## src/rtl/rglib_rotate_pkg.sv

```systemverilog
// Shared types and helpers for the rotate-unit input path.
// Default configuration: 32-bit data, 2-bit granules, 4-bit reduced shift.
package rglib_rotate_pkg;

   localparam int unsigned DefDataWidth      = 32;
   localparam int unsigned DefPowGranularity = 1;
   localparam int unsigned SHIFT_W           = $clog2(DefDataWidth >> DefPowGranularity);

   typedef struct packed {
      logic [DefDataWidth-1:0] data;
      logic [SHIFT_W-1:0]      shift;
   } rotate_cmd_t;

   // Keeps the low shift_w bits, i.e. the raw shift modulo the granule count.
   function automatic logic [31:0] shift_reduce(input logic [31:0] raw,
                                                input int unsigned shift_w);
      logic [31:0] mask;
      mask = (32'd1 << shift_w) - 32'd1;
      return raw & mask;
   endfunction

endpackage

```

## src/rtl/rglib_rotate_feed_mem.sv

```systemverilog
// Command storage for rglib_rotate_feed: DEPTH entries, one write port, one
// asynchronous read port. Contents are intentionally not reset.
module rglib_rotate_feed_mem
   import rglib_rotate_pkg::*;
#(
   parameter type         cmd_t = rotate_cmd_t,
   parameter int unsigned DEPTH = 4
) (
   input  logic                     clk_i,
   input  logic                     we_i,
   input  logic [$clog2(DEPTH)-1:0] waddr_i,
   input  cmd_t                     wdata_i,
   input  logic [$clog2(DEPTH)-1:0] raddr_i,
   output cmd_t                     rdata_o
);

   cmd_t mem_q [DEPTH];

   always_ff @(posedge clk_i) begin
      if (we_i) begin
         mem_q[waddr_i] <= wdata_i;
      end
   end

   assign rdata_o = mem_q[raddr_i];

endmodule

```

## src/rtl/rglib_rotate_feed.sv

```systemverilog
// Circular command FIFO feeding the rotate unit; reduces shift modulo granule count.
// Optional zero-latency empty-FIFO bypass: RGLIB_ROTATE_FEED_BYPASS_EN.
module rglib_rotate_feed #(
   parameter int unsigned DATA_WIDTH      = 32,
   parameter int unsigned POW_GRANULARITY = 1,
   parameter int unsigned SHIFT_IN_W      = 8,
   parameter int unsigned DEPTH           = 4
) (
   input  logic                                             clk_i,
   input  logic                                             rst_i,
   input  logic [DATA_WIDTH-1:0]                            s_data_i,
   input  logic [SHIFT_IN_W-1:0]                            s_shift_i,
   input  logic                                             s_valid_i,
   output logic                                             s_ready_o,
   output logic [DATA_WIDTH-1:0]                            m_data_o,
   output logic [$clog2(DATA_WIDTH >> POW_GRANULARITY)-1:0] m_shift_o,
   output logic                                             m_valid_o,
   input  logic                                             m_ready_i,
   output logic [$clog2(DEPTH+1)-1:0]                       count_o
);

   import rglib_rotate_pkg::*;

   localparam int unsigned ShiftW = $clog2(DATA_WIDTH >> POW_GRANULARITY);
   localparam int unsigned PtrW   = $clog2(DEPTH);
   localparam int unsigned CntW   = $clog2(DEPTH + 1);

   typedef struct packed {
      logic [DATA_WIDTH-1:0] data;
      logic [ShiftW-1:0]     shift;
   } cmd_t;

   logic [PtrW-1:0] wr_ptr_q, wr_ptr_d, rd_ptr_q, rd_ptr_d;
   logic [CntW-1:0] count_q, count_d;
   cmd_t            wr_cmd, rd_cmd;
   logic            empty, full, bypass, push, pop;

   assign wr_cmd.data  = s_data_i;
   assign wr_cmd.shift = ShiftW'(shift_reduce(32'(s_shift_i), ShiftW));

   assign empty = (count_q == '0);
   assign full  = (count_q == CntW'(DEPTH));

`ifdef RGLIB_ROTATE_FEED_BYPASS_EN
   assign bypass = empty & s_valid_i;
`else
   assign bypass = 1'b0;
`endif

   assign s_ready_o = ~full;
   assign m_valid_o = ~empty | bypass;
   assign count_o   = count_q;

   // A bypassed command taken by the rotate unit never touches storage.
   assign push = s_valid_i & ~full & ~(bypass & m_ready_i);
   assign pop  = ~empty & m_ready_i;

   // Outputs read zero when nothing is presented, so stale storage never leaks out.
   always_comb begin
      m_data_o  = '0;
      m_shift_o = '0;
      if (!empty) begin
         m_data_o  = rd_cmd.data;
         m_shift_o = rd_cmd.shift;
      end else if (bypass) begin
         m_data_o  = wr_cmd.data;
         m_shift_o = wr_cmd.shift;
      end
   end

   always_comb begin
      wr_ptr_d = wr_ptr_q;
      rd_ptr_d = rd_ptr_q;
      count_d  = count_q;
      if (push) begin
         wr_ptr_d = wr_ptr_q + PtrW'(1);
      end
      if (pop) begin
         rd_ptr_d = rd_ptr_q + PtrW'(1);
      end
      case ({push, pop})
         2'b10:   count_d = count_q + CntW'(1);
         2'b01:   count_d = count_q - CntW'(1);
         default: count_d = count_q;
      endcase
   end

   always_ff @(posedge clk_i) begin
      if (rst_i) begin
         wr_ptr_q <= '0;
         rd_ptr_q <= '0;
         count_q  <= '0;
      end else begin
         wr_ptr_q <= wr_ptr_d;
         rd_ptr_q <= rd_ptr_d;
         count_q  <= count_d;
      end
   end

   rglib_rotate_feed_mem #(
      .cmd_t (cmd_t),
      .DEPTH (DEPTH)
   ) u_mem (
      .clk_i   (clk_i),
      .we_i    (push),
      .waddr_i (wr_ptr_q),
      .wdata_i (wr_cmd),
      .raddr_i (rd_ptr_q),
      .rdata_o (rd_cmd)
   );

endmodule
```

## config.mk

```make
export PLATFORM = sky130hd
export DESIGN_NAME = rglib_rotate_feed
export DESIGN_NICKNAME = d
export VERILOG_FILES = /design/src/rtl/rglib_rotate_pkg.sv /design/src/rtl/rglib_rotate_feed_mem.sv /design/src/rtl/rglib_rotate_feed.sv
export SDC_FILE = /design/constraint.sdc
export NUM_CORES = 1
export LEC_CHECK = 0
export BUFFER_PORTS_ARGS = -buffer_cell sky130_fd_sc_hd__buf_2
export CORE_MARGIN = 2
export CORE_UTILIZATION = 50
export CTS_CLUSTER_SIZE = 8
export DETAILED_ROUTE_END_ITERATION = 6
export PLACE_DENSITY = 0.71
export SLEW_MARGIN = 15
export SYNTH_ARGS = -nofsm -noshare
export SYNTH_HDL_FRONTEND = slang
export SYNTH_SLANG_ARGS = --single-unit
```

## constraint.sdc

```tcl
create_clock -name clk_i -period 2.6 [get_ports clk_i]
set_clock_uncertainty 0.15 [all_clocks]
set_input_delay 0 -clock clk_i [delete_from_list [all_inputs] [get_ports clk_i]]
set_output_delay 0 -clock clk_i [all_outputs]
set_load 0.05 [all_outputs]
```

==> qor.txt <==
outcome: finished, violations left
violated checks: DRC
number of filler instances in the final layout: 802
#FFs+latches synth: 153
Unique masters post-synth: 28
full die area: 12800 sq um
number of antenna violations at the first check in global routing: 0
EDFF count, synth: 144
vias per cell: 5.26
HPWL Detailed: 5900 microns
worst slew pin tran: 0.483 ns
unrepaired setup endpoints after global routing: no
detailed router's first-iteration violation count: 221
proportion of layout cells with a drive suffix above 1: 0.377
Slowest cell on crit path: sky130_fd_sc_hd__fa_1
synthesized area per cell: 21.0 sq um
Ys Warns: 0
total via count after detailed routing: 3014
CP Class: reg -> reg
Sinks on Clock Net: 153
chip height: 113 microns
startpoint of the worst hold path: s_data_i[29]
final setup vio count: 0
final layout net count: 469
Mapped Area: 5960 sq um
data required time of the worst path: 2.80 ns
IO Pins: 85
max-slew violation total from the final report: 0
final worst path period share: 0.862
least setup slack across all paths after layout: 0.358 ns
share of the yosys chip area belonging to registers: 0.756
Post-synth ARST share: 0
maximum fanout along the worst path: 7
Inserted Clock Buffers: 17
min cycle time layout: 2.24 ns
postcts setup bufs: 0
DR pass1 iterations: 7
startpoint of the lowest-slack register-to-register path: count_o[1]$_SDFFE_PP0P_
gate family responsible for the most delay along the worst path: adder cells
wire length of the first global-routing pass: 16200 microns
root buffer cell: sky130_fd_sc_hd__clkbuf_16
TritonCTS clock tree: done
CTS HTree Levels: 4
worst path buffer plus inverter count: 2
Antenna diodes: 0
kind of start point of the critical path: flip-flop
sort of element at the end of the critical path: flip-flop
Leakage: 2.67 nW
vias in the first global route: 3214
Die W: 113 microns
signed area change from the synthesized netlist to the final layout: 26.2%
wire length after detailed routing: 10300 microns
routability-driven placement congestion ratio: 0.673
number of stages on the worst hold path: 2
clock-pin slew reported for the worst setup and hold paths after clock tree synthesis: 0.06 ns
logic depth of the worst register-to-register path: 9
dpl ws: 0.394 ns
setup TNS: 0 ns
aggregate global routing overflow: 0
remaining antenna violation count after routing: 0
endpoint of the worst register-to-register path: count_o[2]$_SDFFE_PP0P_
ratio of total power to cell area: 1110 nW/um^2
clk buf depth: 2
dominant synthesized flop cell: sky130_fd_sc_hd__edfxtp_1
Global Route Usage Sum: 0.174
Core Area: 11500 sq um
arrival time of the worst setup path: 2.44 ns
crit-path cells: nor2_1, a21boi_2, inv_2, ha_1, inv_1, fa_1, xor2_1, or3_1, a21oi_1
worst hold-check path type: in -> reg
buffers added on ports: 80
DRC viols: 6
count of standard-cell rows: 39
post-detailed-route wirelength per cell: 17.9 microns
syn_nets: 333
count of final hold-check violations: 0
latest clock arrival within the worst-skew pair: 0.42 ns
Largest stage delay, worst path: 0.38 ns
starting utilization of the core area: 0.517
flop2flop setup slack: 0.36 ns
Worst path depth: 9
peak clock frequency supported by timing: 446 MHz
Hold Crit Endpoint: u_mem.mem_q[2][33]$_DFFE_PP_
number of instances in the synthesized netlist: 283
Max VDD drop: 0.624 mV
area taken by flip-flops and latches: 4510 sq um
# Max-Cap Violations: 0
Multi-input gate area: 1320 sq um
normalized max-slew margin: 0.678
pin count of the biggest net entering global routing: 37
[registers in the layout (all words and copies together) (netlist names), named ones only]
| register | count |
|---|---|
| u_mem.mem_q | 144 |
| count_o | 3 |
| rd_ptr_q | 2 |
| wr_ptr_q | 2 |
[worst register-to-register path: stages (launching register included)]
cell	delay (ns)
sky130_fd_sc_hd__dfxtp_1	0.37
sky130_fd_sc_hd__nor2_1	0.20
sky130_fd_sc_hd__a21boi_2	0.14
sky130_fd_sc_hd__inv_2	0.07
sky130_fd_sc_hd__ha_1	0.18
sky130_fd_sc_hd__inv_1	0.06
sky130_fd_sc_hd__fa_1	0.38
sky130_fd_sc_hd__xor2_1	0.16
sky130_fd_sc_hd__or3_1	0.31
sky130_fd_sc_hd__a21oi_1	0.15
[cell usage in the layout, fill, tap and decap left out, types with 2 or more instances in the layout]
| master | count |
|---|---|
| sky130_fd_sc_hd__xor2_1 | 3 |
| sky130_fd_sc_hd__clkbuf_16 | 17 |
| sky130_fd_sc_hd__a21oi_1 | 3 |
| sky130_fd_sc_hd__nand2_1 | 2 |
| sky130_fd_sc_hd__buf_12 | 5 |
| sky130_fd_sc_hd__ha_1 | 5 |
| sky130_fd_sc_hd__and2_2 | 4 |
| sky130_fd_sc_hd__buf_4 | 5 |
| sky130_fd_sc_hd__clkinv_2 | 5 |
| sky130_fd_sc_hd__or3_1 | 2 |
| sky130_fd_sc_hd__dfxtp_2 | 2 |
| sky130_fd_sc_hd__edfxtp_1 | 144 |
| sky130_fd_sc_hd__buf_2 | 80 |
| sky130_fd_sc_hd__dlygate4sd3_1 | 40 |
| sky130_fd_sc_hd__nand2b_1 | 2 |
| sky130_fd_sc_hd__mux4_2 | 36 |
| sky130_fd_sc_hd__bufinv_16 | 2 |
| sky130_fd_sc_hd__nor2b_1 | 35 |
| sky130_fd_sc_hd__nor2_1 | 8 |
| sky130_fd_sc_hd__dfxtp_1 | 7 |
| sky130_fd_sc_hd__inv_1 | 7 |
| sky130_fd_sc_hd__clkbuf_1 | 3 |
[synthesized netlist by cell type (2+ instances only)]
library cell / instances / area [sq um]
sky130_fd_sc_hd__dfxtp_1: 9 / 180
sky130_fd_sc_hd__nor2b_1: 35 / 219
sky130_fd_sc_hd__and2_1: 4 / 25.0
sky130_fd_sc_hd__nor2_1: 8 / 30.0
sky130_fd_sc_hd__clkbuf_1: 4 / 15.0
sky130_fd_sc_hd__or3_1: 2 / 12.5
sky130_fd_sc_hd__mux4_2: 36 / 811
sky130_fd_sc_hd__xor2_1: 3 / 26.3
sky130_fd_sc_hd__buf_12: 3 / 60.1
sky130_fd_sc_hd__nand2_1: 2 / 7.51
sky130_fd_sc_hd__ha_1: 5 / 62.6
sky130_fd_sc_hd__edfxtp_1: 144 / 4320
sky130_fd_sc_hd__nand2b_1: 2 / 12.5
sky130_fd_sc_hd__a21oi_1: 3 / 15.0
sky130_fd_sc_hd__inv_1: 7 / 26.3
sky130_fd_sc_hd__buf_2: 4 / 20.0
[routing by layer]
metal | vias up | GRT usage | part of all wire
met5 | - | 0 | 0
met4 | 0 | 0.0585 | 0.014
met3 | 14 | 0.0621 | 0.066
met2 | 93 | 0.285 | 0.51
met1 | 1525 | 0.218 | 0.41
li1 | 1382 | - | -
[area by class of cell]
class,count,share of cell area
clock buffers,20,0.0581
multi-input cells,109,0.176
inverters,8,0.00400
repair buffers,130,0.125
well taps,143,0.0238
clock inverters,10,0.0140
flip-flops and latches,153,0.600
[worst max path at each step]
stage | startpoint | end | slack, ns
finish | count_o[1]$_SDFFE_PP0P_ | count_o[2]$_SDFFE_PP0P_ | 0.36
global route | count_o[0]$_SDFFE_PP0P_ | count_o[2]$_SDFFE_PP0P_ | 0.18
CTS | count_o[1]$_SDFFE_PP0P_ | count_o[2]$_SDFFE_PP0P_ | 0.36
detailed placement | count_o[1]$_SDFFE_PP0P_ | count_o[2]$_SDFFE_PP0P_ | 0.39
global placement | count_o[1]$_SDFFE_PP0P_ | count_o[2]$_SDFFE_PP0P_ | 0.49
floorplan | count_o[1]$_SDFFE_PP0P_ | u_mem.mem_q[2][0]$_DFFE_PP_ | 0.0004
[kinds of logic after synthesis]
kind of cell,synth area share
AO/OA/AOI/OAI,0.00735
XOR/XNOR,0.00441
adder cells (fa/ha/maj),0.0139
buffers and inverters,0.0237
flip-flops,0.756
multiplexers,0.140
AND/OR/NAND/NOR,0.0546
[per-stage QoR]
| step | hold slack [ns] | area, sq um | instances | total power [W] | utilization |
|---|---|---|---|---|---|
| 2_1_floorplan | -0.0511 | 5960 | 283 | 0.00548 | - |
| 3_3_place_gp | 0.0614 | 6570 | 503 | 0.00608 | 0.571 |
| 3_5_place_dp | 0.0665 | 6570 | 503 | 0.00612 | 0.571 |
| 4_1_cts | 0.161 | 7520 | 573 | 0.00844 | 0.653 |
| 5_1_grt | 0.171 | 7520 | 573 | 0.00870 | 0.653 |
| 6_report | 0.183 | 7520 | 573 | 0.00833 | 0.653 |
[repair_timing]
action / 4_1_cts / 5_1_grt
endpoints found under the hold margin: 153 / 0
hold buffers: 40 / 0
resized for setup: 0 / 0
[power breakdown]
group	internal, W	leakage [nW]	switching (W)	total (W)
registers	0.00298	1.40	0.000105	0.00308
clock network	0.00139	0.267	0.000868	0.00226
logic	0.00101	1.00	0.00199	0.00300
total	0.00537	2.67	0.00296	0.00833
Power figures use the tool's default switching activity.
